===== src/rtl/fetch_stage_pkg.sv =====
// Shared types for the instruction fetch stage: PC source select and fetch FSM states.
package fetch_stage_pkg;

    typedef enum logic [1:0] {
        NEXTPC     = 2'd0,
        ALU_RESULT = 2'd1,
        NOP_PC_MUX = 2'd2
    } pc_mux;

    typedef enum logic [1:0] {
        F_IDLE = 2'd0,
        F_WAIT = 2'd1,
        F_HOLD = 2'd2
    } fetch_state_e;

    localparam int INSTR_WIDTH = 32;

endpackage


===== src/rtl/fetch_skid_buffer.sv =====
// One-entry {instr, pc} holding register that parks a fetched word while decode is stalled.
module fetch_skid_buffer
    import fetch_stage_pkg::*;
#(
    parameter int ADDR_WIDTH = 32
) (
    input  logic                   clock,
    input  logic                   reset,
    input  logic                   i_load,
    input  logic                   i_drain,
    input  logic                   i_clear,
    input  logic [INSTR_WIDTH-1:0] i_instr,
    input  logic [ADDR_WIDTH-1:0]  i_pc,
    output logic                   o_full,
    output logic [INSTR_WIDTH-1:0] o_instr,
    output logic [ADDR_WIDTH-1:0]  o_pc
);

    logic                   r_full;
    logic [INSTR_WIDTH-1:0] r_instr;
    logic [ADDR_WIDTH-1:0]  r_pc;

    // Clear wins over load so a redirect never leaves a stale word parked.
    always_ff @(posedge clock) begin
        if (reset) begin
            r_full  <= 1'b0;
            r_instr <= '0;
            r_pc    <= '0;
        end else if (i_clear) begin
            r_full <= 1'b0;
        end else if (i_load) begin
            r_full  <= 1'b1;
            r_instr <= i_instr;
            r_pc    <= i_pc;
        end else if (i_drain) begin
            r_full <= 1'b0;
        end
    end

    assign o_full  = r_full;
    assign o_instr = r_instr;
    assign o_pc    = r_pc;

endmodule


===== src/rtl/fetch_stage.sv =====
// Instruction fetch: owns the PC, keeps one imem request outstanding and drives the IF/ID register.
// Handshake: imem_req_op is a one-cycle strobe; the single response arrives on imem_rvalid_ip >=1 cycle later.
module fetch_stage
    import fetch_stage_pkg::*;
#(
    parameter int                    ADDR_WIDTH = 32,
    parameter logic [ADDR_WIDTH-1:0] BOOT_ADDR  = '0
) (
    input  logic                   clock,
    input  logic                   reset,
    input  logic                   stall_ip,
    input  logic                   flush_ip,
    input  pc_mux                  pc_mux_ip,
    input  logic [ADDR_WIDTH-1:0]  branch_target_ip,
    output logic                   imem_req_op,
    output logic [ADDR_WIDTH-1:0]  imem_addr_op,
    input  logic                   imem_rvalid_ip,
    input  logic [INSTR_WIDTH-1:0] imem_rdata_ip,
    output logic                   instr_data_valid_op,
    output logic [INSTR_WIDTH-1:0] instr_data_op,
    output logic [ADDR_WIDTH-1:0]  pc_op,
    output logic [ADDR_WIDTH-1:0]  pc4_op,
    output fetch_state_e           debug_state_op
);

    fetch_state_e           r_state;
    fetch_state_e           w_next_state;
    logic [ADDR_WIDTH-1:0]  r_pc;
    logic                   r_discard;
    logic                   r_valid;
    logic [INSTR_WIDTH-1:0] r_instr;
    logic [ADDR_WIDTH-1:0]  r_pc_out;
    logic [ADDR_WIDTH-1:0]  r_pc4_out;

    logic                   w_jump;
    logic                   w_redirect;
    logic                   w_rsp;
    logic                   w_deliver;
    logic                   w_capture;
    logic                   w_drain;
    logic [ADDR_WIDTH-1:0]  w_pc_plus4;
    logic [ADDR_WIDTH-1:0]  w_target;
    logic                   w_buf_full;
    logic [INSTR_WIDTH-1:0] w_buf_instr;
    logic [ADDR_WIDTH-1:0]  w_buf_pc;

    assign w_jump     = (pc_mux_ip == ALU_RESULT);
    assign w_redirect = w_jump | flush_ip;
    assign w_rsp      = (r_state == F_WAIT) && imem_rvalid_ip;
    assign w_pc_plus4 = r_pc + ADDR_WIDTH'(4);
    assign w_target   = branch_target_ip & ~ADDR_WIDTH'(3);

    always_ff @(posedge clock) begin
        if (reset) r_state <= F_IDLE;
        else       r_state <= w_next_state;
    end

    always_comb begin
        w_next_state = r_state;
        case (r_state)
            F_IDLE: w_next_state = F_WAIT;
            F_WAIT: begin
                if (imem_rvalid_ip) begin
                    if (w_redirect || r_discard) w_next_state = F_IDLE;
                    else if (stall_ip)           w_next_state = F_HOLD;
                end
            end
            F_HOLD: if (w_redirect || !stall_ip) w_next_state = F_IDLE;
            default: w_next_state = F_IDLE;
        endcase
    end

    // Delivering a word re-issues immediately at pc+4, which is what keeps a 1-cycle memory at full rate.
    always_comb begin
        w_deliver    = w_rsp && !r_discard && !stall_ip && !w_redirect;
        w_capture    = w_rsp && !r_discard && stall_ip && !w_redirect;
        w_drain      = (r_state == F_HOLD) && w_buf_full && !stall_ip && !w_redirect;
        imem_req_op  = 1'b0;
        imem_addr_op = r_pc;
        if (!reset) begin
            if (r_state == F_IDLE) begin
                imem_req_op = 1'b1;
            end else if (w_deliver) begin
                imem_req_op  = 1'b1;
                imem_addr_op = w_pc_plus4;
            end
        end
    end

    always_ff @(posedge clock) begin
        if (reset) begin
            r_pc      <= BOOT_ADDR;
            r_discard <= 1'b0;
            r_valid   <= 1'b0;
            r_instr   <= '0;
            r_pc_out  <= '0;
            r_pc4_out <= '0;
        end else begin
            if (w_jump)                      r_pc <= w_target;
            else if (w_deliver || w_capture) r_pc <= w_pc_plus4;

            // A request already in flight (or issuing now) must have its response dropped.
            if (w_redirect && ((r_state == F_IDLE) || ((r_state == F_WAIT) && !imem_rvalid_ip)))
                r_discard <= 1'b1;
            else if (w_rsp)
                r_discard <= 1'b0;

            if (w_redirect) begin
                r_valid <= 1'b0;
            end else if (w_deliver) begin
                r_valid   <= 1'b1;
                r_instr   <= imem_rdata_ip;
                r_pc_out  <= r_pc;
                r_pc4_out <= w_pc_plus4;
            end else if (w_drain) begin
                r_valid   <= 1'b1;
                r_instr   <= w_buf_instr;
                r_pc_out  <= w_buf_pc;
                r_pc4_out <= w_buf_pc + ADDR_WIDTH'(4);
            end else if (!stall_ip) begin
                r_valid <= 1'b0;
            end
        end
    end

    fetch_skid_buffer #(
        .ADDR_WIDTH(ADDR_WIDTH)
    ) u_skid (
        .clock   (clock),
        .reset   (reset),
        .i_load  (w_capture),
        .i_drain (w_drain),
        .i_clear (w_redirect),
        .i_instr (imem_rdata_ip),
        .i_pc    (r_pc),
        .o_full  (w_buf_full),
        .o_instr (w_buf_instr),
        .o_pc    (w_buf_pc)
    );

    assign instr_data_valid_op = r_valid;
    assign instr_data_op       = r_instr;
    assign pc_op               = r_pc_out;
    assign pc4_op              = r_pc4_out;
    assign debug_state_op      = r_state;

endmodule


===== config.mk =====
export PLATFORM = sky130hd
export DESIGN_NAME = fetch_stage
export DESIGN_NICKNAME = d
export VERILOG_FILES = /design/src/rtl/fetch_stage_pkg.sv /design/src/rtl/fetch_skid_buffer.sv /design/src/rtl/fetch_stage.sv
export SDC_FILE = /design/constraint.sdc
export NUM_CORES = 1
export LEC_CHECK = 0
export CAP_MARGIN = 20
export CORE_MARGIN = 4
export CORE_UTILIZATION = 30
export CTS_CLUSTER_DIAMETER = 150
export DETAILED_ROUTE_END_ITERATION = 10
export GPL_TIMING_DRIVEN = 0
export PLACE_DENSITY = 0.64
export SYNTH_ARGS = -nofsm -noshare
export SYNTH_HDL_FRONTEND = slang
export SYNTH_SLANG_ARGS = --single-unit

===== constraint.sdc =====
create_clock -name clock -period 2.3 [get_ports clock]
set_input_delay 0.46 -clock clock [delete_from_list [all_inputs] [get_ports clock]]
set_output_delay 0.46 -clock clock [all_outputs]
set_load 0.01 [all_outputs]

==> metrics, run 1 <==
CTS tree=done; Die Ht=192.1 um; Synth Area in XOR/XNOR=4.911%; RR Startpoint=debug_state_op[1]; IO Port Bufs=193; most frequent cells in the layout=nand2_1, dfxtp_1, clkdlybuf4s50_1; share of cells above drive strength 1=26.99%; cell accounting for the most synthesized area=dfxtp_1; synthesized area=0.01016 mm^2; Final Hold Fails=0; Post-Synthesis Cells=1310; compound-cell area share of the yosys netlist=23.39%; fin. max-slew vios=0; DR iter-0 viols=1310; commonest non-fill, non-tap cell in the layout=nand2_1; period utilisation layout=138.9%; simple-gate share of the synthesized area=26.98%; top sig layer=met4; Vias=11125; Avg Synthesized Cell Area=7.759 um^2; Hold Crit Endpoint=u_skid.o_instr[5]; area of the die=0.03689 mm^2; area share of the largest cell type after synthesis=37.22%; CP startpoint kind=register; Max-Cap Viols=0; ANT cells=0; CTS sink cnt=189; final worst slack=-0.8938 ns; worst vdd ir=0.0005165 V; worst skew pair latency=0.44 ns; max frequency=313.1 MHz; Clk pin slew, worst setup/hold paths=0.08 ns; Pwr Density=476.0 mW/mm^2; detailed placer's ending HPWL=29910 um; failing checks=setup timing; final hold slack=0.4566 ns; Post-Synth Adder-Cell Area=0.2462%; I/O pins=203; total CTS buffers=17; pre-CTS setup slack=-2.000 ns; crit path capture type=primary output; top cells by area, synth=dfxtp_1, nand2_1, a311oi_2; distinct cell type count after synthesis=63; Die Wd=192.1 um; clock skew=0.01193 ns; CP Max Fanout=4; DRC viols=0; ys async rst share=0%; FF+latch count, synth=189; Reg-to-Reg End=pc_op[27]; Post-CTS Hold Fix Bufs=0; mux cell area share after synthesis=0.09847%; Tmin final=3.194 ns; Pre-Repair DR Iteration Count=6; clk root buf=clkbuf_16; outcome=finished with violations; Final Setup Violations=151; RSZ-0062 raised after global routing=yes; required time worst endpoint=1.84 ns; Leak=5.336 nW; WL met2=20230 um; # rows=67; min-delay src=u_skid.o_instr[5]; Slew @ Worst Pin=0.8201 ns; core box area=0.03345 mm^2; M1 WL=17240 um; GP Congestion=0.9116; Syn. warnings=0; Syn-to-layout area delta=52.38%; min-delay worst type=reg2reg; Routed wire per std cell=20.68 um; initial antenna violation count=0; final net count=1670; GRT Util Overall=21.76%; Hold Path Cell Cnt=2; Primary FF master, synth=dfxtp_1; post-DR vias/cell=5.411; met3 wire length=3814 um; largest net degree at the start of global routing=19; GRT overflow=0; Total Wirelength=42520 um; first-pass GRT wire length=62070 um; H-Tree Depth=4; combinational family with the most area after synthesis=simple AND/OR/NAND/NOR gates; FF-to-FF setup slack=-0.42 ns; post-synthesis sequential area ratio=37.22%; Routed Antenna Nets=0; clk buf depth=2; worst r2r path cells=11; Worst slew margin=45.32%; arrival time worst endpoint=2.73 ns; CP Class=reg2out; EDFF count, synth=0; Initial Utilization=30.39%; vias in the first global route=10554
-- layout make-up --
cell class / count / area [um^2]
buffer: 120 / 952.2
clock buffer: 17 / 425.4
clock inverter: 13 / 146.4
fill: 3133 / 17960
inverter: 12 / 45.04
multi-input combinational: 975 / 6528
sequential: 189 / 3816
tap: 448 / 560.5
timing repair buffer: 282 / 3015
-- synth_stat cells (4+ instances only) --
cell and n:
or4_1 8, buf_1 4, and4_1 9, o31a_1 9
nand3_1 42, and2_1 7, nor2_1 105, nand4_1 24
nand2_1 323, a21oi_1 105, xor2_1 17, a22o_1 4
clkbuf_1 97, nor3_1 42, inv_1 12, buf_2 17
buf_4 6, and3_1 6, a311oi_2 62, o211ai_1 4
o21ai_0 35, o221ai_1 4, a31oi_1 17, dfxtp_1 189
or3_1 11, buf_6 15, xnor2_1 40, o31ai_1 15
o21a_1 5, a21boi_0 6, nor4_1 19
-- sequential cells by signal, summed over array words and instances, names as in the netlist --
| name | count |
|---|---|
| instr_data_op | 32 |
| u_skid.o_instr | 32 |
| pc4_op | 30 |
| pc_op | 30 |
| r_pc | 30 |
| u_skid.o_pc | 30 |
| debug_state_op | 2 |
| instr_data_valid_op | 1 |
| r_discard | 1 |
| u_skid.o_full | 1 |
-- power breakdown --
group | internal (mW) | leakage (nW) | switching, mW
sequential | 3.34 | 1.54 | 0.0688
combinational | 0.458 | 3.52 | 0.530
clock | 1.53 | 0.280 | 1.45
total | 5.33 | 5.34 | 2.04
-- metrics by stage --
step | setup TNS (ns) | area, um^2 | utilization (%) | cells | power (mW)
global placement | -204.80 | 12980 | 38.80 | 1956 | 4.299
global route | -66.30 | 15490 | 46.31 | 2056 | 7.630
detailed placement | -208.62 | 12990 | 38.83 | 1958 | 4.305
CTS | -38.58 | 14770 | 44.16 | 2027 | 7.324
finish | -57.97 | 15490 | 46.31 | 2056 | 7.373
floorplan | -3.573 | 10490 | - | 1315 | 3.883
-- kinds of logic after synthesis --
group           after synthesis
simple gates                614
compound gates              295
flops                       189
buf+inv                     151
xor+xnor                     57
fa+ha+maj                     2
other cells                   1
mux                           1
-- worst max-delay path: stages, from the launching register on --
cell     delay [ns]
dfxtp_4        0.35
or3b_4         0.41
buf_4          0.15
nor4b_4        0.36
nand2_4        0.13
buf_6          0.14
buf_12         0.12
buf_4          0.15
nor3_4         0.19
xnor2_1        0.14
buf_2          0.15
-- worst max path at each step --
stage | from | to | slack [ns] | cells after the start
6_report | debug_state_op[1] | imem_addr_op[18] | -0.89 | 10
4_1_cts | debug_state_op[1] | imem_addr_op[27] | -0.90 | 9
5_1_grt | debug_state_op[1] | imem_addr_op[18] | -0.94 | 10
3_5_place_dp | reset | imem_req_op | -2.00 | 6
3_3_place_gp | reset | imem_req_op | -1.99 | 6
2_1_floorplan | debug_state_op[0] | imem_addr_op[31] | -0.26 | 6
-- per-layer routing --
layer  vias up  global-route usage (%)
met5         -                       0
met3        87                   4.453
met2       589                   36.35
met4         0                   6.610
met1      5266                   28.36
li1       5183                       -
-- timing repair --
item	4_1_cts	5_1_grt
pin swaps	41	70
gates cloned	7	8
gates resized for setup	327	127
buffers inserted	47	26
endpoints found under the setup margin	215	212
(Power assumes the default switching activity.)
==> run 2, diff against run 1 <==
GPL_ROUTABILITY_DRIVEN = 0   (was unset)
TNS_END_PERCENT = 10   (was unset)
==> run 2 against run 1 <==
The run still ends with setup timing left. Final area shrank 6.0%. Flip-flop and latch count did not move. Combinational power decreased by 8.4%. Critical path type unchanged. Critical endpoint is now imem_addr_op[26]. Largest cell class unchanged. Largest power group unchanged.
==> metrics, run 2 (synthesis results as in run 1) <==
outcome=finished with violations (unchanged); failing checks=setup timing (unchanged); RSZ-0062 raised after global routing=yes (unchanged); arrival time worst endpoint=2.63 ns (was 2.73 ns); Max-Cap Viols=0 (unchanged); Die Wd=192.1 um (unchanged); share of cells above drive strength 1=21.93% (was 26.99%); CP Max Fanout=6 (was 4); final worst slack=-0.7898 ns (was -0.8938 ns); GRT overflow=0 (unchanged); core box area=0.03345 mm^2 (unchanged); min-delay worst type=reg2reg (unchanged); crit path capture type=primary output (unchanged); DRC viols=0 (unchanged); most frequent cells in the layout=nand2_1, dfxtp_1, clkdlybuf4s50_1 (unchanged); # rows=67 (unchanged); Routed wire per std cell=20.21 um (was 20.68 um); vias in the first global route=10514 (was 10554); post-DR vias/cell=5.418 (was 5.411); area of the multi-input gates=0.006402 mm^2 (was 0.006528 mm^2); clk buf depth=2 (unchanged); Initial Utilization=30.39% (unchanged); H-Tree Depth=4 (unchanged); I/O pins=203 (unchanged); ANT cells=0 (unchanged); clk root buf=clkbuf_16 (unchanged); GRT Util Overall=21.59% (was 21.76%); DR iter-0 viols=1037 (was 1310); Worst slew margin=47.20% (was 45.32%); required time worst endpoint=1.84 ns (about the same); period utilisation layout=134.3% (was 138.9%); Die Ht=192.1 um (unchanged); total CTS buffers=17 (unchanged); Pre-Repair DR Iteration Count=6 (unchanged); area of the die=0.03689 mm^2 (unchanged); Pwr Density=512.1 mW/mm^2 (was 476.0 mW/mm^2); worst vdd ir=0.0005292 V (was 0.0005165 V); commonest non-fill, non-tap cell in the layout=nand2_1 (unchanged); Tmin final=3.090 ns (was 3.194 ns); FF-to-FF setup slack=-0.52 ns (was -0.42 ns); Post-CTS Hold Fix Bufs=0 (unchanged); dpl cells=1956 (was 1958); Vias=10901 (was 11125); CTS tree=done (unchanged); final net count=1624 (was 1670); worst skew pair latency=0.44 ns (about the same); Filler cells=3238 (was 3133); largest net degree at the start of global routing=21 (was 19); max frequency=323.6 MHz (was 313.1 MHz); CP startpoint kind=register (unchanged); Final Hold Fails=0 (unchanged); CP Class=reg2out (unchanged); Final Setup Violations=147 (was 151); first-pass GRT wire length=61930 um (was 62070 um); Slew @ Worst Pin=0.7920 ns (was 0.8201 ns); Reg area=0.003819 mm^2 (was 0.003816 mm^2); Total Wirelength=40670 um (was 42520 um); fin. max-slew vios=0 (unchanged); detailed placer's ending HPWL=29540 um (was 29910 um); IO Port Bufs=193 (unchanged); Leak=4.788 nW (was 5.336 nW); filler-free cell count of the finished design=2012 (was 2056); Routed Antenna Nets=0 (unchanged); Syn-to-layout area delta=43.24% (was 52.38%); clock skew=0.01108 ns (was 0.01193 ns); Clk pin slew, worst setup/hold paths=0.08 ns (about the same); initial antenna violation count=0 (unchanged); Power, Total=7.457 mW (was 7.373 mW); CTS sink cnt=189 (unchanged)
## run 2: what timing repair did
item	in CTS	in global routing
resized for setup	285	118
gates cloned	1	0
endpoints found under the setup margin	215	216
buffers inserted	31	7
pin swaps	32	25
## run 2: area by class of cell
| class | count | share of cell area [%] |
|---|---|---|
| plain buffers | 125 | 6.548 |
| clock buffers | 18 | 3.016 |
| clock inverters | 14 | 1.349 |
| inverters | 12 | 0.3094 |
| multi-input cells | 975 | 43.97 |
| flip-flops and latches | 189 | 26.23 |
| well taps | 448 | 3.850 |
| repair buffers | 231 | 14.73 |
## run 2: per-layer routing
metal / part of all wire (%) / vias to the layer above / track usage, %
li1: - / 5089 / -
met1: 40 / 5078 / 28.32
met2: 46 / 626 / 35.18
met3: 9.1 / 108 / 4.289
met4: 4.0 / 0 / 8.091
met5: 0 / - / 0
## run 2: power by group
| part | switching, mW | leakage (nW) | internal, mW | total (mW) |
|---|---|---|---|---|
| Clock | 1.54 | 0.306 | 1.61 | 3.15 |
| Sequential | 0.0669 | 1.54 | 3.33 | 3.40 |
| Combinational | 0.503 | 2.95 | 0.402 | 0.905 |
| Total | 2.11 | 4.79 | 5.34 | 7.46 |
## run 2: critical path, cell delays in order (launching register included)
cell and delay, ns:
dfxtp_4 0.35, or3b_4 0.38, or4b_4 0.56, nor2_4 0.19, buf_6 0.16, buf_4 0.13
nand3_4 0.07, xnor2_2 0.20, buf_2 0.16
## run 2: through the flow
stage               util, %  setup TNS, ns  setup WS, ns  hold slack [ns]  area, um^2
finish                43.53         -63.03       -0.7898           0.4555       14560
floorplan                 -         -3.060       -0.2610           0.4366       10370
global route          43.53         -75.89       -0.8619           0.4750       14560
detailed placement    38.47        -210.41        -1.892           0.4467       12870
CTS                   42.58         -63.64       -0.8451           0.4586       14240
global placement      38.47        -207.30        -1.876           0.4413       12870
## run 2: path summary, 6_finish.rpt
path                      from                to  depth (start not counted)
max          debug_state_op[0]  imem_addr_op[26]                          8
min                  pc4_op[4]         pc4_op[4]                          2
max reg2reg  debug_state_op[0]         pc_op[29]                          9
min reg2reg          pc4_op[4]         pc4_op[4]                          2
